## config.mk

```make
export PLATFORM = sky130hd
export DESIGN_NAME = fetch_unit
export DESIGN_NICKNAME = d
export VERILOG_FILES = /design/src/rtl/fetch_unit_pkg.sv /design/src/rtl/fetch_unit_next_pc_sel.sv /design/src/rtl/fetch_unit.sv
export SDC_FILE = /design/constraint.sdc
export NUM_CORES = 1
export LEC_CHECK = 0
export ABC_CLOCK_PERIOD_IN_PS = 5200
export CAP_MARGIN = 5
export CORE_ASPECT_RATIO = 1.75
export CORE_MARGIN = 3
export CORE_UTILIZATION = 49
export CTS_BUF_LIST = sky130_fd_sc_hd__clkbuf_4
export CTS_CLUSTER_DIAMETER = 80
export DETAILED_ROUTE_END_ITERATION = 10
export PLACE_DENSITY = 0.95
export SYNTH_ARGS = -nofsm -noshare
export SYNTH_HDL_FRONTEND = slang
export SYNTH_SLANG_ARGS = --single-unit
```

## constraint.sdc

```tcl
create_clock -name clk -period 5.2 [get_ports clk]
set_clock_uncertainty 0.15 [all_clocks]
set_input_delay 1.04 -clock clk [delete_from_list [all_inputs] [get_ports clk]]
set_output_delay 1.04 -clock clk [all_outputs]
set_load 0.01 [all_outputs]
```

## src/rtl/fetch_unit_pkg.sv

```systemverilog
// Shared definitions for the fetch/PC stage: state encoding, default constants
// and the RV32I major opcodes used across the core.
package fetch_unit_pkg;

    typedef enum logic [1:0] {
        ST_RST   = 2'd0,
        ST_FETCH = 2'd1,
        ST_EXEC  = 2'd2,
        ST_HALT  = 2'd3
    } fetch_state_t;

    localparam logic [31:0] DEFAULT_RESET_PC = 32'h0000_0000;
    localparam logic [31:0] DEFAULT_NOP_INST = 32'h0000_0013;

    localparam logic [6:0] OPC_LUI       = 7'b0110111;
    localparam logic [6:0] OPC_AUIPC     = 7'b0010111;
    localparam logic [6:0] OPC_JAL       = 7'b1101111;
    localparam logic [6:0] OPC_JALR      = 7'b1100111;
    localparam logic [6:0] OPC_BRANCH    = 7'b1100011;
    localparam logic [6:0] OPC_LOAD      = 7'b0000011;
    localparam logic [6:0] OPC_STORE     = 7'b0100011;
    localparam logic [6:0] OPC_ARITH_IMM = 7'b0010011;
    localparam logic [6:0] OPC_ARITH     = 7'b0110011;
    localparam logic [6:0] OPC_ECALL     = 7'b1110011;

    typedef struct packed {
        logic is_jal;
        logic is_jalr;
        logic branch;
        logic bcond;
    } pc_ctrl_t;

    // Only bit 1 matters: bit 0 of a JALR target is cleared before this check.
    function automatic logic pc_is_misaligned(input logic [31:0] addr);
        return addr[1];
    endfunction

endpackage

```

## src/rtl/fetch_unit_next_pc_sel.sv

```systemverilog
// Combinational next-PC priority mux (jalr > jal > taken branch > pc+4)
// plus misalignment detect on the selected target.
module next_pc_sel
    import fetch_unit_pkg::*;
(
    input  logic [31:0] i_pc,
    input  pc_ctrl_t    i_ctrl,
    input  logic [31:0] i_imm,
    input  logic [31:0] i_alu_result,
    output logic [31:0] o_next_pc,
    output logic        o_misaligned
);

    logic [31:0] w_pc_plus_imm;
    logic [31:0] w_pc_plus_4;
    logic [31:0] w_jalr_target;

    assign w_pc_plus_imm = i_pc + i_imm;
    assign w_pc_plus_4   = i_pc + 32'd4;
    assign w_jalr_target = i_alu_result & ~32'h0000_0001;

    always_comb begin
        o_next_pc = w_pc_plus_4;
        if (i_ctrl.is_jalr) begin
            o_next_pc = w_jalr_target;
        end else if (i_ctrl.is_jal) begin
            o_next_pc = w_pc_plus_imm;
        end else if (i_ctrl.branch && i_ctrl.bcond) begin
            o_next_pc = w_pc_plus_imm;
        end
    end

    assign o_misaligned = pc_is_misaligned(o_next_pc);

endmodule

```

## src/rtl/fetch_unit.sv

```systemverilog
// Instruction-fetch / PC stage: fetches over a req/ready handshake, presents
// each instruction for one EXEC cycle, then registers the next PC or halts.
module fetch_unit
    import fetch_unit_pkg::*;
#(
    parameter logic [31:0] RESET_PC = DEFAULT_RESET_PC,
    parameter logic [31:0] NOP_INST = DEFAULT_NOP_INST
) (
    input  logic        clk,
    input  logic        reset,
    output logic        imem_req,
    output logic [31:0] imem_addr,
    input  logic        imem_ready,
    input  logic [31:0] imem_rdata,
    output logic [31:0] inst,
    output logic        inst_valid,
    output logic [31:0] pc,
    output logic [31:0] pc_plus_4,
    input  logic        is_jal,
    input  logic        is_jalr,
    input  logic        branch,
    input  logic        bcond,
    input  logic [31:0] imm,
    input  logic [31:0] alu_result,
    input  logic        is_ecall,
    output logic        is_halted,
    output logic        pc_misaligned,
    output logic [31:0] retired_count
);

    fetch_state_t r_state;
    fetch_state_t w_state_next;

    logic [31:0] r_pc;
    logic [31:0] r_inst;
    logic        r_halted;
    logic        r_misaligned;
    logic [31:0] r_retired;

    logic        w_imem_req;
    logic        w_inst_valid;
    logic        w_fetch_done;
    logic [31:0] w_next_pc;
    logic        w_next_misaligned;
    pc_ctrl_t    w_ctrl;

    assign w_ctrl = '{is_jal: is_jal, is_jalr: is_jalr, branch: branch, bcond: bcond};

    next_pc_sel u_next_pc_sel (
        .i_pc         (r_pc),
        .i_ctrl       (w_ctrl),
        .i_imm        (imm),
        .i_alu_result (alu_result),
        .o_next_pc    (w_next_pc),
        .o_misaligned (w_next_misaligned)
    );

    always_comb begin
        w_state_next = r_state;
        w_imem_req   = 1'b0;
        w_inst_valid = 1'b0;
        w_fetch_done = 1'b0;
        case (r_state)
            ST_RST: begin
                w_state_next = ST_FETCH;
            end
            ST_FETCH: begin
                w_imem_req = 1'b1;
                if (imem_ready) begin
                    w_fetch_done = 1'b1;
                    w_state_next = ST_EXEC;
                end
            end
            ST_EXEC: begin
                w_inst_valid = 1'b1;
                if (is_ecall || w_next_misaligned) begin
                    w_state_next = ST_HALT;
                end else begin
                    w_state_next = ST_FETCH;
                end
            end
            ST_HALT: begin
                w_state_next = ST_HALT;
            end
            default: begin
                w_state_next = ST_RST;
            end
        endcase
    end

    always_ff @(posedge clk) begin
        if (reset) begin
            r_state <= ST_RST;
        end else begin
            r_state <= w_state_next;
        end
    end

    always_ff @(posedge clk) begin
        if (reset) begin
            r_inst <= NOP_INST;
        end else if (w_fetch_done) begin
            r_inst <= imem_rdata;
        end
    end

    // ECALL keeps the PC; a misaligned target is still committed so it is visible.
    always_ff @(posedge clk) begin
        if (reset) begin
            r_pc         <= RESET_PC;
            r_halted     <= 1'b0;
            r_misaligned <= 1'b0;
            r_retired    <= '0;
        end else if (w_inst_valid) begin
            r_retired <= r_retired + 32'd1;
            if (is_ecall) begin
                r_halted <= 1'b1;
            end else begin
                r_pc <= w_next_pc;
                if (w_next_misaligned) begin
                    r_misaligned <= 1'b1;
                    r_halted     <= 1'b1;
                end
            end
        end
    end

    assign imem_req      = w_imem_req;
    assign imem_addr     = r_pc;
    assign inst          = r_inst;
    assign inst_valid    = w_inst_valid;
    assign pc            = r_pc;
    assign pc_plus_4     = r_pc + 32'd4;
    assign is_halted     = r_halted;
    assign pc_misaligned = r_misaligned;
    assign retired_count = r_retired;

endmodule

```

==> results of run 1 <==
[area by class of cell]
| cell class | instances | share of cell area |
|---|---|---|
| antenna | 1 | 0.0002677 |
| clock buffer | 9 | 0.007229 |
| clock inverter | 7 | 0.008568 |
| inverter | 16 | 0.006426 |
| multi-input combinational | 693 | 0.4489 |
| sequential | 100 | 0.2142 |
| tap | 171 | 0.02289 |
| timing repair buffer | 275 | 0.2916 |
[synth_stat cells (2+ instances only)]
| library cell | number | share of area |
|---|---|---|
| sky130_fd_sc_hd__nand2_1 | 151 | 0.085 |
| sky130_fd_sc_hd__o21ai_1 | 3 | 0.0022 |
| sky130_fd_sc_hd__clkbuf_1 | 38 | 0.021 |
| sky130_fd_sc_hd__nand3_1 | 34 | 0.025 |
| sky130_fd_sc_hd__o21a_1 | 3 | 0.0034 |
| sky130_fd_sc_hd__buf_4 | 34 | 0.038 |
| sky130_fd_sc_hd__a221oi_1 | 2 | 0.0026 |
| sky130_fd_sc_hd__o21ba_2 | 2 | 0.0030 |
| sky130_fd_sc_hd__a221o_1 | 7 | 0.010 |
| sky130_fd_sc_hd__o2bb2ai_1 | 3 | 0.0039 |
| sky130_fd_sc_hd__or2_0 | 2 | 0.0019 |
| sky130_fd_sc_hd__or3_1 | 8 | 0.0075 |
| sky130_fd_sc_hd__a2111oi_0 | 2 | 0.0026 |
| sky130_fd_sc_hd__a31oi_1 | 2 | 0.0019 |
| sky130_fd_sc_hd__nand4_1 | 14 | 0.013 |
| sky130_fd_sc_hd__nor2_1 | 82 | 0.046 |
| sky130_fd_sc_hd__mux2i_1 | 2 | 0.0030 |
| sky130_fd_sc_hd__and4_1 | 7 | 0.0092 |
| sky130_fd_sc_hd__ha_1 | 33 | 0.062 |
| sky130_fd_sc_hd__o211ai_1 | 12 | 0.013 |
| sky130_fd_sc_hd__dfxtp_1 | 100 | 0.30 |
| sky130_fd_sc_hd__inv_1 | 16 | 0.0090 |
| sky130_fd_sc_hd__a21o_1 | 8 | 0.0090 |
| sky130_fd_sc_hd__nor3_1 | 10 | 0.0075 |
| sky130_fd_sc_hd__o31ai_1 | 6 | 0.0067 |
| sky130_fd_sc_hd__xor2_1 | 32 | 0.042 |
| sky130_fd_sc_hd__a21oi_1 | 96 | 0.072 |
| sky130_fd_sc_hd__o21ai_0 | 47 | 0.035 |
| sky130_fd_sc_hd__o41ai_1 | 2 | 0.0026 |
| sky130_fd_sc_hd__a211oi_1 | 4 | 0.0045 |
| sky130_fd_sc_hd__o221ai_1 | 6 | 0.0079 |
| sky130_fd_sc_hd__o22ai_1 | 5 | 0.0047 |
| sky130_fd_sc_hd__nand2b_1 | 4 | 0.0037 |
| sky130_fd_sc_hd__and3_1 | 18 | 0.017 |
| sky130_fd_sc_hd__nand3b_1 | 3 | 0.0034 |
| sky130_fd_sc_hd__or4_1 | 2 | 0.0022 |
| sky130_fd_sc_hd__and2_1 | 2 | 0.0019 |
| sky130_fd_sc_hd__nor2b_1 | 5 | 0.0047 |
| sky130_fd_sc_hd__nor4_1 | 2 | 0.0019 |
| sky130_fd_sc_hd__buf_2 | 7 | 0.0052 |
| sky130_fd_sc_hd__xnor2_1 | 45 | 0.059 |
[critical path, stage by stage, from the launching register on]
cell	delay, ns
sky130_fd_sc_hd__dfxtp_1	0.62
sky130_fd_sc_hd__nand4_1	0.22
sky130_fd_sc_hd__nor4_1	0.72
sky130_fd_sc_hd__and3_1	0.40
sky130_fd_sc_hd__nand3_1	0.12
sky130_fd_sc_hd__xnor2_1	0.21
sky130_fd_sc_hd__clkdlybuf4s50_1	0.57
[power breakdown]
group          total (uW)  switching [uW]  internal (uW)
registers             812            23.7            788
logic                 396             197            199
clock network         439             323            116
total                1650             544           1100
[flip-flops by register name (all words and copies together), names as in the netlist]
register,cells
pc_misaligned,1
inst,32
is_halted,1
retired_count,32
r_state,2
imem_addr,32
[routing by layer]
layer  GRT usage  routed length, um  up-vias
li1            -                  -     3514
met1      0.3191               8267     3538
met2      0.5724              12760      426
met3     0.08247               2089      120
met4      0.1966               1521        0
met5           0                  0        -
[kinds of logic after synthesis]
group           Yosys count  synth area share
buf+inv                  96           0.07430
flops                   100            0.2995
simple gates            349            0.2381
xor+xnor                 78            0.1033
fa+ha+maj                34           0.06476
mux                       2          0.002995
compound gates          230            0.2171
[worst min path at each step]
stage	slack (ns)	startpoint	endpoint
after global placement	0.29	inst[3]$_SDFFE_PP0P_	inst[3]$_SDFFE_PP0P_
after floorplan	0.33	inst[10]$_SDFFE_PP0P_	inst[10]$_SDFFE_PP0P_
after global routing	0.34	inst[6]$_SDFFE_PP0P_	inst[6]$_SDFFE_PP0P_
final	0.32	inst[7]$_SDFFE_PP0P_	inst[7]$_SDFFE_PP0P_
after CTS	0.32	inst[7]$_SDFFE_PP0P_	inst[7]$_SDFFE_PP0P_
after detailed placement	0.30	inst[7]$_SDFFE_PP0P_	inst[7]$_SDFFE_PP0P_
[per-stage QoR]
stage | instance area, um^2 | total power [uW] | hold WS [ns]
global route | 9346 | 1709 | 0.3420
detailed placement | 9196 | 1217 | 0.2962
global placement | 9196 | 1211 | 0.2903
floorplan | 6685 | 1021 | 0.3305
finish | 9346 | 1647 | 0.3160
CTS | 9344 | 1651 | 0.3159
==> key figures, run 1 <==
Outcome
  • Result of the run: completed

Detailed routing
  • Wirelength, routed: 24.64 mm
  • Vias: 7,598
  • Number of optimization iterations in the first detailed-route pass: 5
  • Count of nets left with antenna violations after detail routing: 0
  • DR vias/cell: 5.973
  • DRC marker count from the first detailed-route iteration: 386
  • DRC Markers: 0
  • Post-DR wirelength/cell: 19.37 um

GRT
  • Pin count of the biggest net entering global routing: 91
  • Sum of overflow across all layers after global routing: 0
  • Antenna violations before repair: 1
  • Number of global-route vias before repair: 7,631
  • Total Routing Usage GR: 0.3191
  • Wire length of the first global-routing pass: 38.12 mm

Placed design
  • Post-placement cell count: 1,255
  • Setup slack after placement: 0.9928 ns
  • HPWL Detailed: between 15 and 20 mm
  • GPL Wtd Cong: 1.060
  • Count of input and output buffers: 266

STA
  • Final Cycle Share: 0.8712
  • Worst max-slew margin expressed relative to the limit: 0.3272
  • Actual transition at the worst max-transition pin: 1.009 ns
  • Final Worst Setup Slack: 0.6698 ns
  • Fin. Hold Viols: 0
  • RSZ-0062 raised after global routing: no
  • Max Freq: 220.7 MHz
  • Tmin final: 4.530 ns
  • Post-Route Setup TNS: 0 ns
  • Pins over their slew limit: 0
  • Final setup violation count: 0

Critical path
  • Critical Path Sink: pc_plus_4[31]
  • Startpoint types: flip-flop
  • CP Data Arrival Time: between 3 and 4 ns
  • Maximum fanout count along the critical path: 7
  • Launching point of the worst reg2reg path: imem_addr[0]$_SDFFE_PP0P_
  • CP Capture Type: primary output
  • Critical path launch point: imem_addr[11]$_SDFFE_PP0P_
  • Reg2Reg Depth: 10
  • Required @ worst endpoint: approximately 4 ns
  • Kind of critical path: reg -> out
  • Minimum setup slack among reg-to-reg paths: 1.97 ns
  • Worst R2R End: imem_addr[28]$_SDFFE_PP0P_

Synthesis
  • Number of distinct library cells after synthesis: 69
  • EDFF count, synth: 0
  • Primary flip-flop cell chosen by synthesis mapping: sky130_fd_sc_hd__dfxtp_1
  • Cell count after synthesis: 889
  • Fraction of synthesis flops using an asynchronous set or reset pin: 0
  • Total of flip-flops plus latches after synthesis: 100
  • Post-synthesis net count: approximately 1,000
  • Fraction of the yosys area taken by sequential cells: 0.2995
  • Mean post-synth cell area: 7.520 um^2
  • Post-Syn Area: 6685 um^2
  • Yosys warnings: 0

Layout
  • Final core utilization: 0.7111
  • Number of fill cells in the layout: 1,000
  • Post-layout instance count excluding filler cells: approximately 1,300
  • Total area of multi-input combinational cells: 4195 um^2
  • Post-layout nets: about 1,200
  • Area taken by flip-flops and latches: approximately 2000 um^2
  • Commonest cells after routing, fill and taps aside: 265 x sky130_fd_sc_hd__clkdlybuf4s50_1, 151 x sky130_fd_sc_hd__nand2_1, 100 x sky130_fd_sc_hd__dfxtp_1, 95 x sky130_fd_sc_hd__a21oi_1, 81 x sky130_fd_sc_hd__nor2_1
  • Most common cell after layout, fill and taps aside: sky130_fd_sc_hd__clkdlybuf4s50_1
  • Area added between synthesis and finish: 39.81%
  • Share of post-route cells with drive strength above 1: 0.04000

Clocking
  • CTS HTree Levels: 3
  • Clock tree from TritonCTS: built
  • Clock edge transition at the registers on the reported setup and hold paths: 0.19 ns
  • Number of post-CTS setup repair buffers: 0
  • CTS resizes: 0
  • CTS Hold Buffers Added: 0
  • Clock Tree Root: sky130_fd_sc_hd__clkbuf_4
  • Number of CTS-inserted buffers: 9
  • Deepest clock path buffer count: 2
  • Clock insertion delay at the later pin of the skew report: roughly 0.49 ns
  • Number of clock sinks seen by CTS: 100

Floorplanning
  • Count of pins on the block boundary: 268
  • Overall die area: 15,140 um^2
  • Placeable core region: 13,140 um^2
  • Initial core utilization: 0.5086
  • Die width: 94.30 um
  • # rows: 55
  • Die height: 160.5 um

Min path
  • Worst hold path cell count: 2
  • Path class of the lowest-slack min-delay path: reg -> reg

Power
  • VDD IR max: 0.1500 mV
  • Pleak: 0.003426 uW
  • Power density over cell area: 176.2 nW/um^2

Job
  • Maximum Capacitance Violations: 0
Power figures use the tool's default switching activity.
==> inputs of run 2 (changes only) <==
- CORE_MARGIN: 3 -> 5
==> key figures, run 2 (synthesized netlist as in run 1, its figures left out) <==
Clocking
  • Clock insertion delay at the later pin of the skew report: 0.48 ns (about the same)
  • Number of CTS-inserted buffers: 9 (unchanged)
  • Clock tree from TritonCTS: built
  • Clock Tree Root: sky130_fd_sc_hd__clkbuf_4
  • Number of post-CTS setup repair buffers: 0 (unchanged)
  • CTS HTree Levels: 3 (unchanged)
  • CTS Hold Buffers Added: 0 (unchanged)
  • Deepest clock path buffer count: 2 (unchanged)
  • CTS resizes: 0 (unchanged)
  • Clock edge transition at the registers on the reported setup and hold paths: 0.16 ns (-0.03 ns)
  • Number of clock sinks seen by CTS: 100 (unchanged)

Critical path
  • Reg2Reg Depth: 10 (unchanged)
  • Required @ worst endpoint: 4.01 ns (about the same)
  • Startpoint types: flip-flop
  • Launching point of the worst reg2reg path: imem_addr[0]$_SDFFE_PP0P_
  • CP Data Arrival Time: 3.39 ns (+0.05 ns)
  • Minimum setup slack among reg-to-reg paths: 1.89 ns (-0.08 ns)
  • Kind of critical path: reg -> out
  • CP Capture Type: primary output
  • Worst R2R End: imem_addr[28]$_SDFFE_PP0P_
  • Maximum fanout count along the critical path: 7 (unchanged)

Floorplanning
  • Die height: 164.5 um (+2.5%)
  • Overall die area: 16,170 um^2 (+6.8%)
  • Initial core utilization: 0.4995 (-0.009082)
  • Count of pins on the block boundary: 268 (unchanged)
  • Die width: 98.30 um (+4.2%)
  • # rows: 56 (+1.8%)
  • Placeable core region: 13,380 um^2 (+1.8%)

Detailed routing
  • Number of optimization iterations in the first detailed-route pass: 6 (+1)
  • DRC Markers: 0 (unchanged)
  • Detailed route wirelength on metal2: 13.68 mm (+7.2%)
  • Count of nets left with antenna violations after detail routing: 0 (unchanged)
  • Vias: 7,493 (-1.4%)
  • Sum of routed wire segments on met1: 8.736 mm (+5.7%)
  • Highest routed layer: met4
  • Post-DR wirelength/cell: 20.20 um (+4.3%)
  • DRC marker count from the first detailed-route iteration: 429 (+11%)
  • Wire length on met3: 2.029 mm (-2.9%)
  • DR vias/cell: 5.872 (-1.7%)
  • Wirelength, routed: 25.77 mm (+4.6%)

GRT
  • Number of global-route vias before repair: 7,721 (+1.2%)
  • Sum of overflow across all layers after global routing: 0 (unchanged)
  • Total Routing Usage GR: 0.3052 (-0.01387)
  • Wire length of the first global-routing pass: 39.39 mm (+3.3%)
  • Pin count of the biggest net entering global routing: 60 (-34%)
  • Antenna violations before repair: 2 (+1)

Layout
  • Share of post-route cells with drive strength above 1: 0.04000 (unchanged)
  • Area added between synthesis and finish: 40.20%
  • Post-layout nets: 1,233 (unchanged)
  • Most common cell after layout, fill and taps aside: sky130_fd_sc_hd__clkdlybuf4s50_1
  • Commonest cells after routing, fill and taps aside: 265 x sky130_fd_sc_hd__clkdlybuf4s50_1, 151 x sky130_fd_sc_hd__nand2_1, 100 x sky130_fd_sc_hd__dfxtp_1, 95 x sky130_fd_sc_hd__a21oi_1, 81 x sky130_fd_sc_hd__nor2_1
  • Number of fill cells in the layout: 1,018 (+1.8%)

STA
  • Fin. Hold Viols: 0 (unchanged)
  • Pins over their slew limit: 0 (unchanged)
  • Actual transition at the worst max-transition pin: 1.191 ns (+0.1817 ns)
  • Max Freq: 218.6 MHz (-0.99%)
  • RSZ-0062 raised after global routing: no
  • Worst Hold Margin: 0.3162 ns (+0.0001540 ns)
  • Final setup violation count: 0 (unchanged)
  • Tmin final: 4.575 ns (+0.04515 ns)
  • Final Cycle Share: 0.8799 (+0.008683)
  • Post-Route Setup TNS: 0 ns (unchanged)
  • Worst max-slew margin expressed relative to the limit: 0.2052 (-0.1220)

Placed design
  • HPWL Detailed: 20.21 mm (+7.7%)
  • Count of input and output buffers: 266 (unchanged)
  • GPL Wtd Cong: 0.9926 (-6.3%)

Min path
  • Worst Hold Path EP: inst[22]$_SDFFE_PP0P_
  • Path class of the lowest-slack min-delay path: reg -> reg
  • Worst Hold Launch: inst[22]$_SDFFE_PP0P_
  • Worst hold path cell count: 2 (unchanged)

Power
  • Internal power summed over all cells: 1150 uW (+4.3%)
  • Clock network fraction of design power: 0.286 (+0.020)
  • Power density over cell area: 180.7 nW/um^2 (+2.5%)
  • Combinational cell fraction of total power: 0.234 (-0.007)
  • Pleak: 0.003438 uW (+0.35%)
  • Part of the total power dissipated in sequential elements: 0.480 (-0.013)
  • VDD IR max: 0.2084 mV (+39%)
  • Net Switching: 543.6 uW (about the same)
  • Switching power share of the total: 0.3209 (-0.009389)

Job
  • Maximum Capacitance Violations: 0 (unchanged)

Outcome
  • Result of the run: completed
## run 2: cell count changes in the layout (fill, tap and decap cells not counted)
cell	delta
sky130_fd_sc_hd__bufinv_16	+1
sky130_fd_sc_hd__clkinvlp_4	-1
sky130_fd_sc_hd__inv_8	-1
sky130_fd_sc_hd__diode_2	+1
sky130_fd_sc_hd__inv_6	+1
## run 2: layer usage
metal	up-vias	global-route usage
met1	3532	0.3038
met5	-	0
met4	0	0.1784
met3	85	0.07861
met2	364	0.5644
li1	3512	-
## run 2: worst max path at each step
stage                     depth (start not counted)  slack [ns]                 startpoint                          to
after floorplan                                  10        1.84                     imm[0]  imem_addr[28]$_SDFFE_PP0P_
after global placement                           11        0.92                     imm[0]  imem_addr[28]$_SDFFE_PP0P_
after detailed placement                         11        0.89                     imm[0]  imem_addr[28]$_SDFFE_PP0P_
after CTS                                         7        0.67  imem_addr[3]$_SDFFE_PP0P_               pc_plus_4[30]
after global routing                              6        0.56  imem_addr[3]$_SDFFE_PP0P_               pc_plus_4[31]
final                                             6        0.62  imem_addr[3]$_SDFFE_PP0P_               pc_plus_4[31]
## run 2: power by group through the flow
stage               registers, uW  clock network [uW]  logic, uW
floorplan                     832                   0        189
global placement              827                   0        386
detailed placement            828                   0        392
CTS                           812                 487        394
global route                  816                 513        426
finish                        813                 484        397
## run 2: cell type report
| type | count | area [um^2] | share of cell area |
|---|---|---|---|
| multi-input combinational | 693 | 4195 | 0.4476 |
| tap | 174 | 217.7 | 0.02323 |
| inverter | 16 | 60.06 | 0.006408 |
| clock inverter | 7 | 100.1 | 0.01068 |
| sequential | 100 | 2002 | 0.2136 |
| antenna | 2 | 5.005 | 0.0005340 |
| clock buffer | 9 | 67.56 | 0.007209 |
| timing repair buffer | 275 | 2725 | 0.2907 |
## run 2: worst max-delay path, stage by stage, from the launching register on
cell and delay [ns]:
sky130_fd_sc_hd__dfxtp_1 0.56, sky130_fd_sc_hd__nand4_1 0.29, sky130_fd_sc_hd__nor4_1 0.75, sky130_fd_sc_hd__and3_1 0.37, sky130_fd_sc_hd__nand3_1 0.12, sky130_fd_sc_hd__xnor2_1 0.20, sky130_fd_sc_hd__clkdlybuf4s50_1 0.64
## run 2: metrics by stage
| stage | instances | total power, uW | setup slack (ns) | cell area (um^2) | util |
|---|---|---|---|---|---|
| after floorplan | 889 | 1021 | 1.835 | 6685 | - |
| after global placement | 1258 | 1213 | 0.9156 | 9200 | 0.6875 |
| after detailed placement | 1258 | 1220 | 0.8948 | 9200 | 0.6875 |
| after CTS | 1274 | 1694 | 0.6742 | 9368 | 0.7000 |
| after global routing | 1276 | 1755 | 0.5616 | 9373 | 0.7004 |
| final | 1276 | 1694 | 0.6246 | 9373 | 0.7004 |
